**src/rtl/lc3b_types.sv**
```systemverilog
// Shared LC-3b types used by the memory arbiter: arbiter FSM states, owner tags,
// full-word write mask and a saturating counter helper.
package lc3b_types;

   typedef logic [15:0] lc3b_word;
   typedef logic [1:0]  lc3b_mem_wmask;

   typedef enum logic [1:0] {
      ARB_IDLE  = 2'd0,
      ARB_OWN_I = 2'd1,
      ARB_OWN_D = 2'd2
   } lc3b_arb_state;

   typedef enum logic {
      OWNER_I = 1'b0,
      OWNER_D = 1'b1
   } lc3b_arb_owner;

   localparam lc3b_mem_wmask LC3B_WMASK_ALL = 2'b11;

   // 4-bit increment that sticks at 15 instead of wrapping
   function automatic logic [3:0] sat_inc4(input logic [3:0] value);
      return (value == 4'hF) ? value : value + 4'd1;
   endfunction

endpackage

```
**src/rtl/mem_arbiter_arb_pick.sv**
```systemverilog
// arb_pick: combinational owner selection for mem_arbiter.
// Default build: fixed D priority with a starvation limit that forces I through.
// Build option ARB_RR_EN: strict alternation on contention using last_owner.
module arb_pick
   import lc3b_types::*;
#(
   parameter int STARVE_LIMIT = 4
) (
   input  logic          i_req,
   input  logic          d_req,
   input  logic [3:0]    starve_cnt,
   input  lc3b_arb_owner last_owner,
   output logic          grant_i,
   output logic          grant_d
);

`ifdef ARB_RR_EN
   // Counter and limit have no role when alternating; sink them quietly.
   logic unused_cfg;
   assign unused_cfg = ^{starve_cnt, 4'(STARVE_LIMIT)};

   // On contention the side that did not own the port last time wins.
   always_comb begin
      grant_i = i_req && (!d_req || (last_owner == OWNER_D));
      grant_d = d_req && !grant_i;
   end
`else
   // Alternation history is irrelevant under fixed priority.
   logic unused_cfg;
   assign unused_cfg = last_owner;

   logic starved;
   assign starved = (starve_cnt == 4'(STARVE_LIMIT));

   // D wins contention unless I has been passed over STARVE_LIMIT times.
   always_comb begin
      grant_d = d_req && !(i_req && starved);
      grant_i = i_req && !grant_d;
   end
`endif

endmodule

```
**src/rtl/mem_arbiter.sv**
```systemverilog
// mem_arbiter: shares the single LC-3b memory port between the I side and D side.
// One owner at a time; its handshake passes straight through, responses and
// read data are routed back only to the owner. Every transaction is separated
// by at least one IDLE cycle. Build option ARB_RR_EN selects round-robin picking.
module mem_arbiter
   import lc3b_types::*;
#(
   parameter int ADDR_W       = 16,
   parameter int DATA_W       = 16,
   parameter int STARVE_LIMIT = 4
) (
   input  logic              clk,
   input  logic              rst,
   input  logic              i_read,
   input  logic [ADDR_W-1:0] i_address,
   output logic [DATA_W-1:0] i_rdata,
   output logic              i_resp,
   input  logic              d_read,
   input  logic              d_write,
   input  logic [1:0]        d_wmask,
   input  logic [ADDR_W-1:0] d_address,
   input  logic [DATA_W-1:0] d_wdata,
   output logic [DATA_W-1:0] d_rdata,
   output logic              d_resp,
   output logic              mem_read,
   output logic              mem_write,
   output logic [1:0]        mem_byte_enable,
   output logic [ADDR_W-1:0] mem_address,
   output logic [DATA_W-1:0] mem_wdata,
   input  logic              mem_resp,
   input  logic [DATA_W-1:0] mem_rdata
);

   lc3b_arb_state state_reg, state_next;
   lc3b_arb_owner last_owner_reg;
   logic [3:0]    starve_cnt;
   logic          d_req;
   logic          grant_i, grant_d;

   assign d_req = d_read | d_write;

   arb_pick #(
      .STARVE_LIMIT (STARVE_LIMIT)
   ) u_pick (
      .i_req      (i_read),
      .d_req      (d_req),
      .starve_cnt (starve_cnt),
      .last_owner (last_owner_reg),
      .grant_i    (grant_i),
      .grant_d    (grant_d)
   );

   // State register plus record of who was granted last.
   always_ff @(posedge clk) begin
      if (rst) begin
         state_reg      <= ARB_IDLE;
         last_owner_reg <= OWNER_I;
      end else begin
         state_reg <= state_next;
         if (state_reg == ARB_IDLE) begin
            if (grant_i) begin
               last_owner_reg <= OWNER_I;
            end else if (grant_d) begin
               last_owner_reg <= OWNER_D;
            end
         end
      end
   end

`ifdef ARB_RR_EN
   assign starve_cnt = 4'd0;
`else
   logic [3:0] starve_cnt_reg;
   assign starve_cnt = starve_cnt_reg;

   // Count D grants that passed over a waiting I; any I grant clears it.
   always_ff @(posedge clk) begin
      if (rst) begin
         starve_cnt_reg <= 4'd0;
      end else if (state_reg == ARB_IDLE) begin
         if (grant_i) begin
            starve_cnt_reg <= 4'd0;
         end else if (grant_d && i_read) begin
            starve_cnt_reg <= sat_inc4(starve_cnt_reg);
         end
      end
   end
`endif

   // Next state and memory-side/requester-side output decode.
   always_comb begin
      state_next      = state_reg;
      mem_read        = 1'b0;
      mem_write       = 1'b0;
      mem_byte_enable = 2'b00;
      mem_address     = '0;
      mem_wdata       = '0;
      i_rdata         = '0;
      i_resp          = 1'b0;
      d_rdata         = '0;
      d_resp          = 1'b0;
      unique case (state_reg)
         ARB_IDLE: begin
            if (grant_i) begin
               state_next = ARB_OWN_I;
            end else if (grant_d) begin
               state_next = ARB_OWN_D;
            end
         end
         ARB_OWN_I: begin
            mem_read        = i_read;
            mem_byte_enable = LC3B_WMASK_ALL;
            mem_address     = i_address;
            i_rdata         = mem_rdata;
            if (!i_read) begin
               state_next = ARB_IDLE;
            end else if (mem_resp) begin
               i_resp     = 1'b1;
               state_next = ARB_IDLE;
            end
         end
         ARB_OWN_D: begin
            mem_read        = d_read;
            mem_write       = d_write;
            mem_byte_enable = d_wmask;
            mem_address     = d_address;
            mem_wdata       = d_wdata;
            d_rdata         = mem_rdata;
            if (!d_req) begin
               state_next = ARB_IDLE;
            end else if (mem_resp) begin
               d_resp     = 1'b1;
               state_next = ARB_IDLE;
            end
         end
         default: begin
            state_next = ARB_IDLE;
         end
      endcase
   end

endmodule

```
**config.mk**
```make
export PLATFORM = sky130hd
export DESIGN_NAME = mem_arbiter
export DESIGN_NICKNAME = d
export VERILOG_FILES = /design/src/rtl/lc3b_types.sv /design/src/rtl/mem_arbiter_arb_pick.sv /design/src/rtl/mem_arbiter.sv
export SDC_FILE = /design/constraint.sdc
export NUM_CORES = 1
export LEC_CHECK = 0
export BUFFER_PORTS_ARGS = -buffer_cell sky130_fd_sc_hd__buf_2
export CAP_MARGIN = 20
export CORE_ASPECT_RATIO = 0.9
export CORE_MARGIN = 3
export CORE_UTILIZATION = 29
export CTS_CLUSTER_DIAMETER = 40
export DETAILED_ROUTE_END_ITERATION = 16
export PLACE_DENSITY = 0.78
export SYNTH_ARGS = -nofsm -noshare
export SYNTH_HDL_FRONTEND = slang
export SYNTH_SLANG_ARGS = --single-unit
```
**constraint.sdc**
```tcl
create_clock -name clk -period 1.3 [get_ports clk]
set_input_delay 0.065 -clock clk [delete_from_list [all_inputs] [get_ports clk]]
set_output_delay 0.065 -clock clk [all_outputs]
set_load 0.005 [all_outputs]
```
== After elaboration in Yosys (flattened, before gate mapping) ==
Index checks and enable logic that the tools add are counted.
W data, S select, Z words.
Operators by class
  reduce and logical (&&, ||, !) cells: 9
  multiplexer cells: 21
  equal/unequal tests: 6
  bitwise operators: 1
  $add $sub $neg: 1
Operator list (count)
  $mux W16: 3
  $pmux W16 S2: 1
  $mux W4: 3
  $mux W2: 5
  $mux W1: 6
  $pmux W2 S3: 1
  $add A4 B1 Y4 const B: 1
  $eq A4 B3 Y1 const B: 1
  $eq A4 B4 Y1 const B: 1
  $logic_and A1 B1 Y1: 4
  $pmux W2 S2: 1
  $ne A3 B3 Y1 const B: 1
  $reduce_and A3 Y1: 1
  $eq A2 B1 Y1 const B: 1
  $eq A2 B2 Y1 const B: 1
  $logic_not A1 Y1: 2
  $logic_not A2 Y1: 1
  $ne A2 B2 Y1 const B: 1
  $pmux W1 S2: 1
  $reduce_bool A2 Y1: 1
  $or A1 B1 Y1: 1
Storage, ports and cells
  bits in registers: 6
  bits of input ports: 72

== Longest topological paths before layout ==
Gate-level depths: netlist of run 1.
  depth in word-level cells: 8
  depth in mapped cells: 6
  depth with buffers taken out: 5

== Modules after synthesis ==
Synthesis of run 1 repeated with hierarchy kept, for this count alone.
Unflattened totals
  cells, all modules: 156
  area, all modules: 1134.8 um^2
By module, submodules not included
  mem_arbiter: area an instance 1094.8 um^2, instances 1, sequential area each 140.1 um^2, cells an instance 152
  arb_pick: area an instance 40.0 um^2, instances 1, sequential area each 0.0 um^2, cells an instance 4

== Least setup slack after synthesis of run 1 ==
OpenSTA, ideal clock, no wires.
  kind: register -> register
  start point: reg state_reg[1]
  end point: reg state_reg[0]
  path buffers: 1
  stages on the path, launching flop included: 7
  path slack: -0.059 ns
  required time: 1.173 ns
  data arrival time: 1.232 ns
  path through: dfxtp_1 inv_1 ha_1 buf_2 and4bb_2 a211oi_1 o31ai_1
On the way
  cells in the longest elaborated chain, start to end: 2
  elaborated cells between the ends (all ways): 5
RTL lines
  start: declaration: line mem_arbiter.sv:34  | lc3b_arb_state state_reg, state_next;
  start signal: assignment: line mem_arbiter.sv:59  | state_reg <= state_next;
  $eq A2 B2 Y1, or another cell as far along: line mem_arbiter.sv:102  | unique case (state_reg)
  $pmux W2 S3 or $ne A3 B3 Y1 (tied branches)
Parallel ways exist; a longest one is shown, timed or not.
A chain may end at the register's enable or synchronous reset.

== Final worst setup path of run 1 ==
  start point: reg state_reg[1]
  end point: out mem_address[1]
On the way
  cells in the longest elaborated chain, start to end: 2
  elaborated cells between the ends (all ways): 3
RTL lines
  $eq A2 B2 Y1 or $eq A2 B1 Y1 (tied branches): line mem_arbiter.sv:102
  $pmux W16 S2 *: line mem_arbiter.sv:102
  end: declaration: line mem_arbiter.sv:28  | output logic [ADDR_W-1:0] mem_address,
Mark *: on every way between the ends. The rest lies on a longest branch, timed or not.

==> results.sh, run 1 <==
export IMPL_finClkSkew_ns=0.002797
export IMPL_postSynthNetCount=228
export IMPL_pin_count=142
export IMPL_mappedNetlistArea_sq_um=1072
export IMPL_synth_area_leaders="sky130_fd_sc_hd__and2_1, sky130_fd_sc_hd__a22oi_1, sky130_fd_sc_hd__dfxtp_1"
export IMPL_route_detailed_vias_per_inst=4.911
export IMPL_power_density_nw_per_um2=553.1
export IMPL_yosys_register_bits=6
export IMPL_dieArea_sq_um=4464
export IMPL_result_of_the_run="finished, violations left"
export IMPL_rsz0062_at_grt="true"
export IMPL_area_growth_pct=120.3
export IMPL_htreeDepth=1
export IMPL_largest_register_ffs=4
export IMPL_grt_pass1_vias=1682
export IMPL_drive_gt1_share_pct=67.43
export IMPL_clock_tree_root_cell="sky130_fd_sc_hd__clkbuf_8"
export IMPL_die_h_um=63.69
export IMPL_grt_remaining_overflow=0
export IMPL_drt_iter0_markers=44
export IMPL_initial_core_utilization_pct=31.05
export IMPL_critical_path_max_stage_delay_ns=0.32
export IMPL_p_sw_share_pct=32.09
export IMPL_clock_latency_ns=0.22
export IMPL_drcViolationCount=0
export IMPL_synth_top_family_by_area="simple AND/OR/NAND/NOR gates"
export IMPL_peakVddDrop_uv=474.6
export IMPL_postCtsHoldBufs=0
export IMPL_total_leakage_power_nw=1.249
export IMPL_core_rowCount=20
export IMPL_asyncSetResetFlopFracSynth_pct=0
export IMPL_critPathCaptureType="output pin"
export IMPL_timing_final_crit_share_pct=112.6
export IMPL_achievable_frequency_ghz=0.6831
export IMPL_clkSinkCount=6
export IMPL_final_cell_area_sq_um=2362
export IMPL_power_sequential_fraction_pct=15.9
export IMPL_syn_warnings=0
export IMPL_hold_path_startpoint="rst"
export IMPL_synth_largest_area_cell="sky130_fd_sc_hd__and2_1"
export IMPL_yosys_mux_area_fraction_pct=1.867
export IMPL_clk_transition_reported_paths_ns=0.04
export IMPL_final_util_pct=68.41
export IMPL_route_vias_total=1709
export IMPL_finalSetupViolations=73
export IMPL_placed_area_sq_um=1897
export IMPL_place_worst_setup_slack_ns=-0.07543
export IMPL_core_region_area_sq_um=3453
export IMPL_detailed_route_wire_length_um=4853
export IMPL_final_critical_path_setup_slack_ns=-0.1640
export IMPL_globalplace_congestion=0.7628
export IMPL_max_cap_violations=0
export IMPL_critical_path_slowest_cell="sky130_fd_sc_hd__dfxtp_2"
export IMPL_critical_path_startpoint_type="register"
export IMPL_worst_setup_path_type="reg2out"
export IMPL_intPower_w=0.0008874
export IMPL_die_width_um=70.10
export IMPL_routed_antenna_nets=0
export IMPL_syn_avg_cell_area_sq_um=7.149
export IMPL_wire_per_inst_um=13.95
export IMPL_cp_data_arrival_time_ns=1.40
export IMPL_synthTopCellsByCount="sky130_fd_sc_hd__and2_1, sky130_fd_sc_hd__nor2b_1, sky130_fd_sc_hd__a22oi_1"
export IMPL_clock_power_share_pct=21.5
export IMPL_max_slew_margin_pct=83.95
export IMPL_synth_sequential_area_ratio_pct=11.20
export IMPL_place_hpwl_um=3342
export IMPL_timing_rr_start="state_reg[0]"
export IMPL_grt_start_max_net_pins=20
export IMPL_p_comb_share_pct=62.6
export IMPL_max_clock_path_buffers=2
export IMPL_synth_compound_area_share_pct=21.35
export IMPL_yosys_cell_types_count=35
export IMPL_synth_simple_area_share_pct=52.39
export IMPL_synth_xor_area_share_pct=0
export IMPL_finalNetCount=384
export IMPL_number_of_detailed_routing_iterations_run_before_antenna_repair=4
export IMPL_cell_with_the_most_instances_after_synthesis="sky130_fd_sc_hd__and2_1"
export IMPL_failed_checks="setup timing"
export IMPL_synth_top_flop_cell="sky130_fd_sc_hd__dfxtp_1"
export IMPL_post_route_min_period_ns=1.464
export IMPL_grt_total_usage_pct=21.14
export IMPL_critPathLaunch="state_reg[1]"
export IMPL_post_synth_fa_ha_maj_area_fraction_pct=7.001
export IMPL_grt_pass1_wl_um=7790
export IMPL_antenna_found_initial=0
export IMPL_io_buffers=141
export IMPL_max_slew_worst_pin_slew_ns=0.2386
export IMPL_synth_edff_count=0
export IMPL_synth_top_cell_area_share_pct=29.17
export IMPL_final_hold_violation_count=0
export IMPL_n_antenna_cell=0
export IMPL_worstHoldPathType="in2reg"
export IMPL_slew_violations=0
export IMPL_net_switching_power_w=0.0004193
export IMPL_worstPathRequired_ns=1.24
export IMPL_cts_tree="done"
export IMPL_maximum_net_fanout_on_the_critical_path=8
export IMPL_post_synth_inst_count=150
export IMPL_cts_made_buffers=3
export IMPL_timing_critical_path_cells="buf_6, ha_4, clkbuf_16, a22oi_2, nor2b_1, buf_2"
-- cell usage in the layout, fill, tap and decap left out, types with 2 or more instances in the layout --
master	Yosys	final
sky130_fd_sc_hd__a22oi_1	17	6
sky130_fd_sc_hd__nand2b_1	2	2
sky130_fd_sc_hd__buf_12	0	4
sky130_fd_sc_hd__inv_1	5	2
sky130_fd_sc_hd__buf_2	2	134
sky130_fd_sc_hd__ha_4	0	3
sky130_fd_sc_hd__dfxtp_1	6	2
sky130_fd_sc_hd__buf_6	0	10
sky130_fd_sc_hd__nor2b_1	19	19
sky130_fd_sc_hd__a21oi_2	0	2
sky130_fd_sc_hd__nand4b_1	2	2
sky130_fd_sc_hd__a22oi_2	0	11
sky130_fd_sc_hd__clkbuf_8	0	3
sky130_fd_sc_hd__and2_1	50	41
sky130_fd_sc_hd__inv_2	0	3
sky130_fd_sc_hd__nor2_1	3	3
sky130_fd_sc_hd__mux2i_1	2	2
sky130_fd_sc_hd__and2_4	0	9
sky130_fd_sc_hd__ha_2	0	2
sky130_fd_sc_hd__o31ai_1	2	2
sky130_fd_sc_hd__buf_16	0	5
sky130_fd_sc_hd__nand3_1	3	3
sky130_fd_sc_hd__dfxtp_2	0	4
sky130_fd_sc_hd__buf_4	0	9
-- per-layer routing --
metal	track usage (%)	up-vias	share of wire (%)
li1	-	832	-
met1	25.24	772	39
met4	5.981	0	1.3
met5	0	-	0
met2	39.39	98	51
met3	2.392	7	8.6
-- what timing repair did --
action / in CTS / in global routing
setup buffers: 3 / 1
cloned: 6 / 1
pin swaps: 3 / 2
gates resized for setup: 45 / 13
endpoints found under the setup margin: 73 / 76
-- stage by stage --
| step | cells | power [W] | hold WS, ns | TNS, ns |
|---|---|---|---|---|
| 2_1_floorplan | 150 | 0.0004897 | 0.2403 | 0 |
| 6_report | 348 | 0.001307 | 0.1660 | -5.181 |
| 3_5_place_dp | 335 | 0.0007853 | 0.3741 | -1.334 |
| 5_1_grt | 348 | 0.001401 | 0.1906 | -9.955 |
| 3_3_place_gp | 335 | 0.0007765 | 0.3812 | -0.9250 |
| 4_1_cts | 347 | 0.001277 | 0.1590 | -5.576 |
-- critical path, delay by kind of cell, from the launching register on --
kind | cells | cell delay, ns
flip-flops | 1 | 0.32
AO/OA/AOI/OAI | 1 | 0.18
adder cells (fa/ha/maj) | 1 | 0.20
AND/OR/NAND/NOR | 1 | 0.06
buffers and inverters | 3 | 0.42
-- path summary, 6_finish.rpt --
path	depth (start not counted)	slack, ns	to
setup reg to reg	5	-0.01	state_reg[0]
hold reg to reg	1	0.61	starve_cnt[3]
hold / removal	2	0.17	state_reg[1]
setup / recovery	6	-0.16	mem_address[1]
-- cell type report --
class,instances,area [sq um]
repair buffers,163,1094
flip-flops and latches,6,125.1
clock buffers,3,41.29
fillers,303,1091
well taps,44,55.05
multi-input cells,127,1028
inverters,5,18.77
-- power by group through the flow --
stage,Combinational [W],Sequential (W),Clock (W)
final,0.000819,0.000208,0.000280
after global routing,0.000892,0.000210,0.000299
after CTS,0.000790,0.000206,0.000281
after detailed placement,0.000578,0.000208,0
after global placement,0.000570,0.000207,0
after floorplan,0.000280,0.000210,0
-- cells by family after synthesis --
group	count (synthesis)
buffers and inverters	17
adders and majority gates	6
muxes	2
DFF	6
AOI/OAI and AO/OA	30
and+or+nand+nor	89
Power figures use the tool's default switching activity.
==> run 2: changes to the inputs <==
==> constraint.sdc (replaced) <==
create_clock -name clk -period 1.2 [get_ports clk]
set_input_delay 0.06 -clock clk [delete_from_list [all_inputs] [get_ports clk]]
set_output_delay 0.06 -clock clk [all_outputs]
set_load 0.005 [all_outputs]
==> results.sh, run 2 (synthesis gave the netlist of run 1 again) <==
export IMPL_critPathCapture="mem_address[6]"
export IMPL_core_region_area_sq_um=3453
export IMPL_critPathLaunch="state_reg[0]"
export IMPL_post_route_min_period_ns=1.421
export IMPL_grt_start_max_net_pins=22
export IMPL_io_buffers=141
export IMPL_grt_total_usage_pct=19.33
export IMPL_globalplace_congestion=0.7828
export IMPL_area_growth_pct=112.0
export IMPL_final_hold_violation_count=0
export IMPL_critPathTopFamily="buffers and inverters"
export IMPL_critical_path_startpoint_type="register"
export IMPL_result_of_the_run="finished, violations left"
export IMPL_worstPathRequired_ns=1.14
export IMPL_die_h_um=63.69
export IMPL_wire_per_inst_um=13.01
export IMPL_placedCellCount=338
export IMPL_max_slew_worst_pin_slew_ns=0.3430
export IMPL_cts_made_buffers=3
export IMPL_timing_critical_path_cells="buf_4, ha_4, buf_8, a22oi_1, nor2b_1, buf_2"
export IMPL_maximum_net_fanout_on_the_critical_path=12
export IMPL_finalNetCount=385
export IMPL_met3_usage_pct=4.466
export IMPL_path_depth=6
export IMPL_cp_data_arrival_time_ns=1.36
export IMPL_worst_setup_path_type="reg2out"
export IMPL_die_width_um=70.10
export IMPL_initial_core_utilization_pct=31.05
export IMPL_finClkSkew_ns=0.0008509
export IMPL_peakVddDrop_uv=506.3
export IMPL_design_power_total_w=0.001343
export IMPL_final_cells=349
export IMPL_grt_remaining_overflow=0
export IMPL_core_rowCount=20
export IMPL_power_density_nw_per_um2=590.8
export IMPL_timing_final_crit_share_pct=118.4
export IMPL_rsz0062_at_grt="true"
export IMPL_dieArea_sq_um=4464
export IMPL_final_util_pct=65.83
export IMPL_cts_tree="done"
export IMPL_postCtsHoldBufs=0
export IMPL_route_vias_total=1634
export IMPL_critical_path_buffers_and_inverters=3
export IMPL_detailed_route_wire_length_um=4541
export IMPL_final_common_cell="sky130_fd_sc_hd__buf_2"
export IMPL_critPathCaptureType="output pin"
export IMPL_htreeDepth=1
export IMPL_failed_checks="setup timing"
export IMPL_setup_total_negative_slack_ns=-12.62
export IMPL_grt_pass1_vias=1605
export IMPL_critical_path_max_stage_delay_ns=0.32
export IMPL_r2r_end="state_reg[0]"
export IMPL_grtUsageMet1_pct=20.53
export IMPL_clock_tree_root_cell="sky130_fd_sc_hd__clkbuf_8"
export IMPL_timing_rr_start="state_reg[0]"
export IMPL_max_clock_path_buffers=2
export IMPL_slew_violations=0
export IMPL_finalSetupViolations=73
export IMPL_clock_latency_ns=0.22
export IMPL_worst_r2r_cell_count=5
export IMPL_antenna_found_initial=0
export IMPL_worstHoldPathType="in2reg"
export IMPL_achievable_frequency_ghz=0.7036
export IMPL_place_hpwl_um=3536
export IMPL_number_of_detailed_routing_iterations_run_before_antenna_repair=4
export IMPL_pin_count=142
export IMPL_n_antenna_cell=0
export IMPL_highest_count_cells_in_the_layout_ignoring_fill_and_taps="sky130_fd_sc_hd__buf_2, sky130_fd_sc_hd__and2_1, sky130_fd_sc_hd__nor2b_1"
export IMPL_largest_register_ffs=4
export IMPL_total_leakage_power_nw=1.219
export IMPL_critical_path_slowest_cell="sky130_fd_sc_hd__dfxtp_2"
export IMPL_worst_hold_slack_ns=0.1902
export IMPL_drcViolationCount=0
export IMPL_clk_transition_reported_paths_ns=0.03
export IMPL_drt_iter0_markers=46
export IMPL_top_usage_layer="met2"
export IMPL_clkSinkCount=6
export IMPL_max_cap_violations=0
export IMPL_drive_gt1_share_pct=65.90
export IMPL_max_slew_margin_pct=76.89
export IMPL_routed_antenna_nets=0
export IMPL_route_detailed_vias_per_inst=4.682
export IMPL_hold_path_depth=2
export IMPL_rrSetupSlack_ns=-0.12
export IMPL_grt_met2_usage_pct=36.79
export IMPL_final_critical_path_setup_slack_ns=-0.2213
export IMPL_grt_pass1_wl_um=7210
-- run 2: cell count changes in the layout (fill, tap and decap cells not counted), sizes merged --
cell,previous run,this run
buf,162,163
-- run 2: layer usage --
layer	vias to the layer above	wire, um
met5	-	0
met4	0	121
met1	721	1688
met3	13	305
li1	830	-
met2	70	2425
-- run 2: metrics by stage --
step	worst slack, ns	instance area [sq um]
CTS	-0.2168	2172
floorplan	-0.07968	1105
detailed placement	-0.1914	1933
global route	-0.2913	2273
global placement	-0.1621	1933
finish	-0.2213	2273
-- run 2: layout make-up --
class	instances	area, sq um
multi-input cells	127	1052
flip-flops and latches	6	127.6
fillers	304	1180
clock buffers	3	41.29
inverters	5	21.27
well taps	44	55.05
repair buffers	164	975.9
-- run 2: timing repair --
action / in CTS / in global routing
gates resized for setup: 32 / 11
buffers inserted: 4 / 3
pin swaps: 7 / 5
cloned: 1 / 1
setup endpoints to repair: 76 / 75
-- run 2: worst min-delay path by stage --
| stage | from | slack [ns] | end |
|---|---|---|---|
| final | rst | 0.19 | state_reg[1] |
| after floorplan | mem_resp | 0.23 | d_resp |
| after global routing | rst | 0.23 | state_reg[1] |
| after global placement | rst | 0.38 | state_reg[0] |
| after detailed placement | rst | 0.38 | state_reg[0] |
| after CTS | rst | 0.16 | state_reg[0] |
-- run 2: power by group --
part / total (W) / switching (W) / internal [W]
sequential: 0.000229 / 0.0000134 / 0.000215
clock: 0.000296 / 0.0000811 / 0.000215
combinational: 0.000818 / 0.000341 / 0.000477
